**src/rtl/rr_ring_arbiter_pkg.sv**
```systemverilog
// -----------------------------------------------------------------------------
// rr_arb_pkg
// Shared types and constants for the four-requester round-robin arbiter.
//   arb_state_t        : arbiter FSM state (IDLE / BUSY)
//   N_REQ              : number of requesters (fixed at 4)
//   ID_W               : width of an encoded requester index
//   TIMEOUT_CYCLES_DEF : default grant tenure limit (timeout build only)
//   id2onehot()        : encoded index -> one-hot request/grant vector
// -----------------------------------------------------------------------------
package rr_arb_pkg;

   typedef enum logic {
      IDLE = 1'b0,
      BUSY = 1'b1
   } arb_state_t;

   localparam int N_REQ              = 4;
   localparam int ID_W               = 2;
   localparam int TIMEOUT_CYCLES_DEF = 16;

   function automatic logic [N_REQ-1:0] id2onehot(input logic [ID_W-1:0] id);
      return N_REQ'(1) << id;
   endfunction

endpackage

```
**src/rtl/rr_ring_arbiter_if.sv**
```systemverilog
// -----------------------------------------------------------------------------
// rr_ring_arbiter_if
// Request/grant bundle between the clients and the arbiter.
//   req         : per-client request, held while the resource is needed
//   grant       : registered one-hot grant, zero when idle
//   grant_valid : OR of grant
//   grant_id    : encoded index of the owner, zero when idle
//   timeout     : one-cycle pulse when a grant is revoked by timeout
// Modports: master = client side (drives req), slave = arbiter side.
// -----------------------------------------------------------------------------
interface rr_ring_arbiter_if;
   import rr_arb_pkg::*;

   logic [N_REQ-1:0] req;
   logic [N_REQ-1:0] grant;
   logic             grant_valid;
   logic [ID_W-1:0]  grant_id;
   logic             timeout;

   modport master (
      output req,
      input  grant,
      input  grant_valid,
      input  grant_id,
      input  timeout
   );

   modport slave (
      input  req,
      output grant,
      output grant_valid,
      output grant_id,
      output timeout
   );

endinterface

```
**src/rtl/rr_ring_arbiter_pick.sv**
```systemverilog
// -----------------------------------------------------------------------------
// rr_pick
// Combinational rotating priority search.
//   mask  : candidate requesters
//   start : index searched first; order is start, start+1, ... mod N_REQ
//   found : at least one mask bit set
//   idx   : first set bit in rotated order (start when nothing found)
// -----------------------------------------------------------------------------
module rr_pick
   import rr_arb_pkg::*;
(
   input  logic [N_REQ-1:0] mask,
   input  logic [ID_W-1:0]  start,
   output logic             found,
   output logic [ID_W-1:0]  idx
);

   logic [ID_W-1:0] cand;

   // Walk the offsets from farthest to nearest so the nearest hit wins.
   always_comb begin
      found = 1'b0;
      idx   = start;
      cand  = start;
      for (int i = N_REQ - 1; i >= 0; i--) begin
         cand = start + ID_W'(i);
         if (mask[cand]) begin
            found = 1'b1;
            idx   = cand;
         end
      end
   end

endmodule

```
**src/rtl/rr_ring_arbiter.sv**
```systemverilog
// -----------------------------------------------------------------------------
// rr_ring_arbiter
// Four-requester round-robin arbiter for one shared downstream resource.
// A 2-bit priority pointer moves to owner+1 on every release, so each client
// is served in turn. Grant and id are registered; hand-over between owners
// happens on a single edge with no idle cycle.
//
// Ports:
//   clk  : clock, rising edge
//   rstn : asynchronous active-low reset
//   bus  : rr_ring_arbiter_if.slave (req in; grant/grant_valid/grant_id/timeout out)
//
// Parameter:
//   TIMEOUT_CYCLES : max grant tenure (2..255), only used with RR_ARB_TIMEOUT_EN
//
// Build option RR_ARB_TIMEOUT_EN: adds an 8-bit tenure counter. When a grant
// has lasted TIMEOUT_CYCLES cycles the owner is forcibly released, timeout
// pulses, and that client stays ineligible until it drops and re-raises req.
// Without the macro tenure is unbounded and timeout is tied low.
// -----------------------------------------------------------------------------
module rr_ring_arbiter
   import rr_arb_pkg::*;
#(
   parameter int TIMEOUT_CYCLES = TIMEOUT_CYCLES_DEF
) (
   input  logic               clk,
   input  logic               rstn,
   rr_ring_arbiter_if.slave   bus
);

   if (TIMEOUT_CYCLES < 2 || TIMEOUT_CYCLES > 255) begin : g_bad_timeout
      $error("rr_ring_arbiter: TIMEOUT_CYCLES out of range 2..255");
   end

   arb_state_t       state_q, state_d;
   logic [ID_W-1:0]  ptr_q,   ptr_d;
   logic [N_REQ-1:0] grant_q, grant_d;
   logic [ID_W-1:0]  id_q,    id_d;

   logic             owner_req;
   logic             tmo_hit;
   logic             rel;
   logic [N_REQ-1:0] blocked;
   logic [N_REQ-1:0] eligible;
   logic [N_REQ-1:0] pick_mask;
   logic [ID_W-1:0]  pick_start;
   logic             pick_found;
   logic [ID_W-1:0]  pick_idx;

`ifdef RR_ARB_TIMEOUT_EN
   localparam logic [7:0] TMO_LAST = 8'(TIMEOUT_CYCLES - 1);

   logic [7:0]       cnt_q,     cnt_d;
   logic             timeout_q, timeout_d;
   logic [N_REQ-1:0] blocked_q, blocked_d;

   assign tmo_hit = (state_q == BUSY) && bus.req[id_q] && (cnt_q == TMO_LAST);
   assign blocked = blocked_q;
`else
   assign tmo_hit = 1'b0;
   assign blocked = '0;
`endif

   // A release is the owner dropping req, or a timeout treated the same way.
   // On release the old owner is masked out of the search and the search
   // starts just past it, which is also the new pointer value.
   always_comb begin
      owner_req  = bus.req[id_q];
      rel        = (state_q == BUSY) && (!owner_req || tmo_hit);
      eligible   = bus.req & ~blocked;
      pick_mask  = eligible;
      pick_start = ptr_q;
      if (rel) begin
         pick_mask  = eligible & ~id2onehot(id_q);
         pick_start = id_q + ID_W'(1);
      end
   end

   rr_pick u_pick (
      .mask  (pick_mask),
      .start (pick_start),
      .found (pick_found),
      .idx   (pick_idx)
   );

   always_comb begin
      state_d = state_q;
      ptr_d   = ptr_q;
      grant_d = grant_q;
      id_d    = id_q;
      case (state_q)
         IDLE: begin
            if (pick_found) begin
               state_d = BUSY;
               grant_d = id2onehot(pick_idx);
               id_d    = pick_idx;
            end
         end
         BUSY: begin
            if (rel) begin
               ptr_d = id_q + ID_W'(1);
               if (pick_found) begin
                  grant_d = id2onehot(pick_idx);
                  id_d    = pick_idx;
               end else begin
                  state_d = IDLE;
                  grant_d = '0;
                  id_d    = '0;
               end
            end
         end
         default: begin
            state_d = IDLE;
            grant_d = '0;
            id_d    = '0;
         end
      endcase
   end

   always_ff @(posedge clk or negedge rstn) begin
      if (!rstn) begin
         state_q <= IDLE;
         ptr_q   <= '0;
         grant_q <= '0;
         id_q    <= '0;
      end else begin
         state_q <= state_d;
         ptr_q   <= ptr_d;
         grant_q <= grant_d;
         id_q    <= id_d;
      end
   end

`ifdef RR_ARB_TIMEOUT_EN
   // Tenure counter restarts on every new owner (and sits at zero while idle).
   // A revoked client stays blocked until it is seen with req low.
   always_comb begin
      cnt_d     = cnt_q + 8'd1;
      timeout_d = tmo_hit;
      blocked_d = blocked_q & bus.req;
      if (tmo_hit) begin
         blocked_d = blocked_d | id2onehot(id_q);
      end
      if (state_q == IDLE || rel) begin
         cnt_d = '0;
      end
   end

   always_ff @(posedge clk or negedge rstn) begin
      if (!rstn) begin
         cnt_q     <= '0;
         timeout_q <= 1'b0;
         blocked_q <= '0;
      end else begin
         cnt_q     <= cnt_d;
         timeout_q <= timeout_d;
         blocked_q <= blocked_d;
      end
   end

   assign bus.timeout = timeout_q;
`else
   assign bus.timeout = 1'b0;
`endif

   assign bus.grant       = grant_q;
   assign bus.grant_valid = |grant_q;
   assign bus.grant_id    = id_q;

endmodule

```
**src/flat_wrapper.sv**
```systemverilog
// flat-port wrapper written by rule: the top's interface ports become plain ports
module rr_ring_arbiter_flat import rr_arb_pkg::*;
#(
   parameter int TIMEOUT_CYCLES = TIMEOUT_CYCLES_DEF
)
  (clk, rstn, bus_req, bus_grant, bus_grant_valid, bus_grant_id, bus_timeout);
  rr_ring_arbiter_if bus_i ();
  input  logic clk;
  input  logic rstn;
  input wire logic [$bits(bus_i.req)-1:0] bus_req;
  output wire logic [$bits(bus_i.grant)-1:0] bus_grant;
  output wire logic [$bits(bus_i.grant_valid)-1:0] bus_grant_valid;
  output wire logic [$bits(bus_i.grant_id)-1:0] bus_grant_id;
  output wire logic [$bits(bus_i.timeout)-1:0] bus_timeout;
  assign bus_i.req = bus_req;
  assign bus_grant = bus_i.grant;
  assign bus_grant_valid = bus_i.grant_valid;
  assign bus_grant_id = bus_i.grant_id;
  assign bus_timeout = bus_i.timeout;
  rr_ring_arbiter #(.TIMEOUT_CYCLES(TIMEOUT_CYCLES)) u_core (.clk(clk), .rstn(rstn), .bus(bus_i));
endmodule
```
**config.mk**
```make
export PLATFORM = sky130hd
export DESIGN_NAME = rr_ring_arbiter_flat
export DESIGN_NICKNAME = d
export VERILOG_FILES = /design/src/rtl/rr_ring_arbiter_pkg.sv /design/src/rtl/rr_ring_arbiter_if.sv /design/src/rtl/rr_ring_arbiter_pick.sv /design/src/rtl/rr_ring_arbiter.sv /design/src/flat_wrapper.sv
export SDC_FILE = /design/constraint.sdc
export NUM_CORES = 1
export LEC_CHECK = 0
export CAP_MARGIN = 20
export CORE_MARGIN = 2
export CORE_UTILIZATION = 40
export DETAILED_ROUTE_END_ITERATION = 6
export PLACE_DENSITY = 0.62
export REMOVE_ABC_BUFFERS = 1
export SLEW_MARGIN = 5
export SYNTH_ARGS = -nofsm -noshare
export SYNTH_HDL_FRONTEND = slang
export SYNTH_SLANG_ARGS = --single-unit
```
**constraint.sdc**
```tcl
create_clock -name clk -period 2.4 [get_ports clk]
set_input_delay 0.6 -clock clk [delete_from_list [all_inputs] [get_ports clk]]
set_output_delay 0.6 -clock clk [all_outputs]
set_load 0.05 [all_outputs]
```
# == Yosys cells after proc, flatten, opt, wreduce, memory -nomap -nowiden ==
# Index checks and enable logic that the tools add are counted.
# word_totals
reg_bits,9
in_bits,6
out_inout_bits,8
word_cells,55
# op_classes
addsub,4
n_lt_le_gt_ge,5
eq_ne,2
shift,2
n_mux,31
bitwise_logic,3
reduce_logical,4
# op_table
operator,n
$mux W2,8
$mux W4,4
$lt A2 B3 Y1 const B,5
$mux W1,11
$bmux W1 S2,5
$pmux W4 S2,1
$shl A1 B2 Y4 const A,2
$add A2 B1 Y2 const B,2
$add A2 B2 Y2 const B,2
$and A4 B4 Y4,1
$not A4 Y4,1
$pmux W2 S2,1
$reduce_or A4 Y1,1
$ne A2 B1 Y1 const B,1
$ne A2 B2 Y1 const B,1
$pmux W1 S2,1
$reduce_and A2 Y1,1
$logic_and A1 B1 Y1,1
$logic_not A1 Y1,1
$not A1 Y1,1

# == Depth between registers and ports, before layout ==
# depth
ltp_word,16
ltp_mapped,9
ltp_nobuf,8

# == Modules after synthesis ==
# A second synthesis with hierarchy kept.
# unflattened
cells_unflattened,92
hier_area_um2,807.0
# modules_own_cells
mod,instances,cells_each,area_each_um2,seq_area_each_um2
rr_ring_arbiter,1,76,706.9,225.2
rr_pick,1,16,100.1,0.0

# == Worst setup path after synthesis ==
# No wires, ideal clock.
# synth_timing
path_kind,register to register
start,register u_core.id_q[0] (netlist: u_core.bus.grant_id[0])
end,register u_core.id_q[1] (netlist: u_core.bus.grant_id[1])
setup_ns,0.122
arrival_ns,2.227
t_required_ns,2.278
path_slack_ns,0.051
path_stages_with_launch,8
path_buffers,1
period_less_slack_ns,2.349
path_cell_list,dfrtp_1 -> buf_6 -> mux2_4 -> o22ai_4 -> mux2i_1 -> nor2_1 -> o2bb2a_4 -> a32o_1
# synth_between
elab_chain_len,15
word_cells_on_any_way,36
cone_classes,4 x add/sub; 2 x eq/ne; 1 x shift; 24 x mux; 2 x bitwise; 3 x reduce/logical
# synth_rtl
element,line,text
"start, declared",rr_ring_arbiter.sv:38,"logic [ID_W-1:0] id_q, id_d;"
"start signal, assigned",rr_ring_arbiter.sv:130,id_q <= id_d;
$bmux W1 S2,rr_ring_arbiter.sv:68,owner_req = bus.req[id_q];
$mux W1 (implied by the code),rr_ring_arbiter.sv:68,
$logic_not A1 Y1,rr_ring_arbiter.sv:69,rel = (state_q == BUSY) && (!owner_req || tmo_hit);
$logic_and A1 B1 Y1,rr_ring_arbiter.sv:69,
$mux W2,--,
$add A2 B2 Y2,rr_ring_arbiter_pick.sv:26,cand = start + ID_W'(i);
$bmux W1 S2,rr_ring_arbiter_pick.sv:27,if (mask[cand]) begin
$mux W1 (implied by the code),rr_ring_arbiter_pick.sv:27,
$mux W2 / $mux W1 (equally long branches) (4 in series),rr_ring_arbiter_pick.sv:27,
$mux W2,rr_ring_arbiter.sv:102,if (pick_found) begin
$mux W2,rr_ring_arbiter.sv:100,if (rel) begin
$pmux W2 S2,rr_ring_arbiter.sv:91,case (state_q)
# Parallel ways exist; a longest one is shown, timed or not. The select of a mux whose other input is x is not followed.
# A chain may end at the register's enable or synchronous reset.

# == Final worst setup path ==
# layout_timing
start,register u_core.id_q[1] (netlist: u_core.bus.grant_id[1])
end,output bus_grant_id[1]
# layout_lines
element,line,text
"end, declared",flat_wrapper.sv:13,output wire logic [$bits(bus_i.grant_id)-1:0] bus_grant_id;
# No word-level cell between the ends.

==> impl_table.tex <==
\begin{tabular}{lr}
\hline
Metric & Value \\
\hline
\multicolumn{2}{l}{\textbf{STA}} \\
Final Max Slew Viols & 0 \\
Max Clock Freq & between 400 and 500 MHz \\
Worst-case headroom to the max-slew limit & 0.6670 \\
Setup clock skew after layout & $\sim$0.0022 ns \\
Fin. Hold Viols & 0 \\
Clock period minus final worst setup slack & about 2.3 ns \\
Least setup slack across all paths after layout & roughly 0.08 ns \\
Slew at the pin closest to its max-slew limit & roughly 0.50 ns \\
Setup TNS after final layout & 0 ns \\
Final period utilization & 0.9657 \\
Setup repair after global routing missed its margin & no \\
Setup Viol. Count Final & 0 \\
\multicolumn{2}{l}{\textbf{Routing}} \\
Number of iterations in the first detailed-routing pass & 4 \\
Detailed Route WL & about 1800 um \\
Number of nets with antenna violations after routing & 0 \\
Routed wirelength normalized by instance count & approximately 13 um \\
Via count & $\sim$750 \\
DRC Markers & 0 \\
DRC marker count from the first detailed-route iteration & 13 \\
Detailed-route vias per instance & 5.336 \\
\multicolumn{2}{l}{\textbf{Finish}} \\
Antenna Diode Count & 0 \\
Proportion of layout cells with a drive suffix above 1 & 0.2087 \\
Number of nets at the end of the flow & between 100 and 150 \\
Final Instance Area & about 0.0010 mm\^{}2 \\
Layout overhead on the synthesized area & 31.77\% \\
Util after Layout & 0.5766 \\
\multicolumn{2}{l}{\textbf{Floorplanning}} \\
Top-level port count & 14 \\
Die extent in y & approximately 48 um \\
Placeable core region & 0.001764 mm\^{}2 \\
Floorplan row count & 15 \\
Die Wd & 47.93 um \\
Die outline area & about 0.0023 mm\^{}2 \\
Initial standard-cell utilization of the core & 0.4376 \\
\multicolumn{2}{l}{\textbf{Logic synthesis}} \\
Share of Yosys cell area claimed by the top area cell type & 0.2917 \\
Top post-synthesis cells by area & sky130\_fd\_sc\_hd\_\_dfrtp\_1 29\%, sky130\_fd\_sc\_hd\_\_o221ai\_1 6.8\%, sky130\_fd\_sc\_hd\_\_ha\_1 6.5\% \\
Post-synthesis sequential area ratio & 0.2917 \\
Post-synth cell types & 29 \\
Post-Synthesis Mean Instance Area & between 8 and 9 um\^{}2 \\
Post-synth top area cell & sky130\_fd\_sc\_hd\_\_dfrtp\_1 \\
Syn Inst Count & 90 \\
Synth Register Bits & 9 \\
Synth Warn \# & 0 \\
Synthesized area & roughly 770 um\^{}2 \\
\multicolumn{2}{l}{\textbf{Setup path}} \\
Element type at the critical path end & primary output \\
Number of buffers and inverters on the critical path & 1 \\
List of cells traversed by the critical path & clkdlybuf4s50\_1 \\
Crit path arrival time & about 1.7 ns \\
Worst Path Class, Setup & flop to primary output \\
Cell family with the largest share of critical-path delay & buffers and inverters \\
Number of cells traversed by the worst register-to-register path & 6 \\
Maximum single-stage delay on the critical path & 0.88 ns \\
Reg2reg setup slack & about 0.26 ns \\
Worst flop-to-flop path startpoint & u\_core.bus.grant\_id[0]\$\_DFFE\_PN0P\_ \\
Slowest CP cell & sky130\_fd\_sc\_hd\_\_clkdlybuf4s50\_1 \\
Maximum fanout along the worst path & 15 \\
Required @ worst endpoint & approximately 1.8 ns \\
Endpoint of the worst-slack reg-to-reg timing path & u\_core.bus.grant\_id[1]\$\_DFFE\_PN0P\_ \\
Launching element type of the critical path & flop \\
\multicolumn{2}{l}{\textbf{Global route}} \\
Vias in the first global route & about 660 \\
Antenna violations before repair & 0 \\
Remaining global-route overflow & 0 \\
Wire length of the first global-routing pass & about 2900 um \\
All-layer global routing usage & 0.1811 \\
Pin count of the biggest net entering global routing & 16 \\
\multicolumn{2}{l}{\textbf{Clock tree}} \\
Clock Root Buffer & sky130\_fd\_sc\_hd\_\_clkbuf\_4 \\
Source-to-sink clock delay at the later pin of the worst-skew pair & 0.26 ns \\
Clock tree from TritonCTS & yes \\
Clock transition time at the flip-flop clock pins of the worst setup and hold paths & 0.06 ns \\
Number of buffers inserted by post-CTS setup repair & 0 \\
Max clock buf depth & 2 \\
Number of buffers inserted during clock tree synthesis & 3 \\
Sinks on the clock net & 9 \\
Resized Gates After CTS & 0 \\
CTS H-Tree Depth & 1 \\
Count of hold buffers inserted by post-cts repair & 0 \\
\multicolumn{2}{l}{\textbf{Power}} \\
Static leakage & between 0.4 and 0.5 nW \\
Overall power of the completed layout & between 1 and 1.5 mW \\
Clock share of power & 0.078 \\
Logic pwr share & 0.702 \\
Power per cell area & roughly 1400 mW/mm\^{}2 \\
Switching power total & between 700 and 800 uW \\
Peak supply drop & approximately 810 uV \\
Sw Ratio & 0.5012 \\
Design internal power & between 700 and 800 uW \\
Sequential Power Share & 0.220 \\
\multicolumn{2}{l}{\textbf{Placement}} \\
IO buf count & 12 \\
Detailed-placement wirelength estimate & around 1400 um \\
Worst slack at placement & -0.09254 ns \\
Final weighted congestion in routability-driven placement & around 0.9 \\
Post-placement cell area & 989.7 um\^{}2 \\
\multicolumn{2}{l}{\textbf{Hold path}} \\
Startpoint of the most critical hold path & u\_core.bus.grant[2]\$\_DFFE\_PN0P\_ \\
Hold path cells & 2 \\
Hold worst-path end & u\_core.bus.grant[2]\$\_DFFE\_PN0P\_ \\
Hold Path Class & flop to flop \\
\multicolumn{2}{l}{\textbf{Status}} \\
Result of the run & finished, final reports clean \\
\multicolumn{2}{l}{\textbf{Job}} \\
Number of maximum-capacitance violations & 0 \\
\hline
\end{tabular}
==> cells by family (layout without fill, tap and decap cells) <==
| kind of cell | count (synthesis) | in the layout | synth area share |
|---|---|---|---|
| AO/OA/AOI/OAI | 28 | 28 | 0.2853 |
| flip-flops | 9 | 9 | 0.2917 |
| adder cells (fa/ha/maj) | 4 | 4 | 0.06483 |
| AND/OR/NAND/NOR | 36 | 36 | 0.2350 |
| buffers and inverters | 8 | 33 | 0.05349 |
| multiplexers | 4 | 4 | 0.06483 |
| other | 1 | 1 | 0.004858 |
==> cell usage in the layout (no fill, tap or decap), types with 2 or more instances in the layout <==
cell type                         count
sky130_fd_sc_hd__a21oi_1              2
sky130_fd_sc_hd__buf_4               15
sky130_fd_sc_hd__clkbuf_4             3
sky130_fd_sc_hd__clkdlybuf4s50_1     10
sky130_fd_sc_hd__dfrtp_1              9
sky130_fd_sc_hd__ha_1                 4
sky130_fd_sc_hd__inv_1                4
sky130_fd_sc_hd__mux2_4               2
sky130_fd_sc_hd__mux2i_1              2
sky130_fd_sc_hd__nand2_1             13
sky130_fd_sc_hd__nand2b_1             2
sky130_fd_sc_hd__nand3_1              6
sky130_fd_sc_hd__nand3b_1             4
sky130_fd_sc_hd__nor2_1               4
sky130_fd_sc_hd__nor2b_1              4
sky130_fd_sc_hd__o211ai_1             3
sky130_fd_sc_hd__o21ai_0             10
sky130_fd_sc_hd__o221ai_1             6
==> final cells by class <==
type | count | area (um^2)
Fill cell | 184 | 747.0
Clock buffer | 3 | 22.52
Multi-Input combinational cell | 73 | 505.5
Clock inverter | 1 | 5.005
Sequential cell | 9 | 225.2
Timing Repair Buffer | 25 | 212.7
Tap cell | 25 | 31.28
Inverter | 4 | 15.01
==> registers in the layout (all words and copies together), names as in the netlist <==
name,flops
u_core.state_q,1
u_core.ptr_q,2
u_core.bus.grant,4
u_core.bus.grant_id,2
==> through the flow <==
| stage | cells | hold slack (ns) |
|---|---|---|
| 2_1_floorplan | 86 | 0.3044 |
| 3_3_place_gp | 136 | 0.4971 |
| 3_5_place_dp | 136 | 0.4935 |
| 4_1_cts | 140 | 0.5078 |
| 5_1_grt | 140 | 0.5490 |
| 6_report | 140 | 0.5001 |
==> power by group through the flow <==
stage | clock network (mW) | registers, mW | logic (mW)
after floorplan | 0 | 0.424 | 0.562
after global placement | 0 | 0.313 | 0.998
after detailed placement | 0 | 0.318 | 1.01
after CTS | 0.117 | 0.315 | 1.01
after global routing | 0.126 | 0.330 | 1.10
final | 0.112 | 0.315 | 1.01
==> synthesized netlist by cell type <==
cell type and instances:
sky130_fd_sc_hd__ha_1 4, sky130_fd_sc_hd__o221ai_1 6, sky130_fd_sc_hd__nand2b_1 2, sky130_fd_sc_hd__o2bb2ai_1 1, sky130_fd_sc_hd__nand3b_1 4, sky130_fd_sc_hd__o211ai_1 3
sky130_fd_sc_hd__o21ai_2 1, sky130_fd_sc_hd__nand2_1 13, sky130_fd_sc_hd__buf_6 1, sky130_fd_sc_hd__mux2i_1 2, sky130_fd_sc_hd__nand3_1 6, sky130_fd_sc_hd__clkbuf_1 2
sky130_fd_sc_hd__nand4_1 1, sky130_fd_sc_hd__a21oi_1 2, sky130_fd_sc_hd__conb_1 1, sky130_fd_sc_hd__buf_4 1, sky130_fd_sc_hd__inv_1 4, sky130_fd_sc_hd__o211a_1 1
sky130_fd_sc_hd__o22ai_4 1, sky130_fd_sc_hd__o31ai_1 1, sky130_fd_sc_hd__nor2b_1 4, sky130_fd_sc_hd__mux2_4 2, sky130_fd_sc_hd__a32o_1 1, sky130_fd_sc_hd__o21ai_0 10
sky130_fd_sc_hd__and2_1 1, sky130_fd_sc_hd__o2bb2a_4 1, sky130_fd_sc_hd__or4_1 1, sky130_fd_sc_hd__nor2_1 4, sky130_fd_sc_hd__dfrtp_1 9
==> how the worst max path moves through the flow <==
stage | from | to | slack (ns) | cells after the start
global placement | bus_req[0] | u_core.bus.grant_id[1]$_DFFE_PN0P_ | -0.07 | 6
floorplan | u_core.bus.grant_id[0]$_DFFE_PN0P_ | u_core.bus.grant_id[1]$_DFFE_PN0P_ | 0.08 | 6
finish | u_core.bus.grant_id[1]$_DFFE_PN0P_ | bus_grant_id[1] | 0.08 | 1
CTS | u_core.bus.grant_id[1]$_DFFE_PN0P_ | bus_grant_id[1] | 0.07 | 1
detailed placement | bus_req[2] | u_core.bus.grant_id[1]$_DFFE_PN0P_ | -0.09 | 7
global route | u_core.bus.grant_id[1]$_DFFE_PN0P_ | bus_grant_id[1] | 0.003 | 1
==> layer usage <==
layer | GRT usage | part of all wire
met1 | 0.2626 | 0.52
met2 | 0.2667 | 0.46
met3 | 0.06038 | 0.026
met4 | 0.02703 | 0
met5 | 0 | 0
No activity file was read; power rests on OpenSTA's default activity.
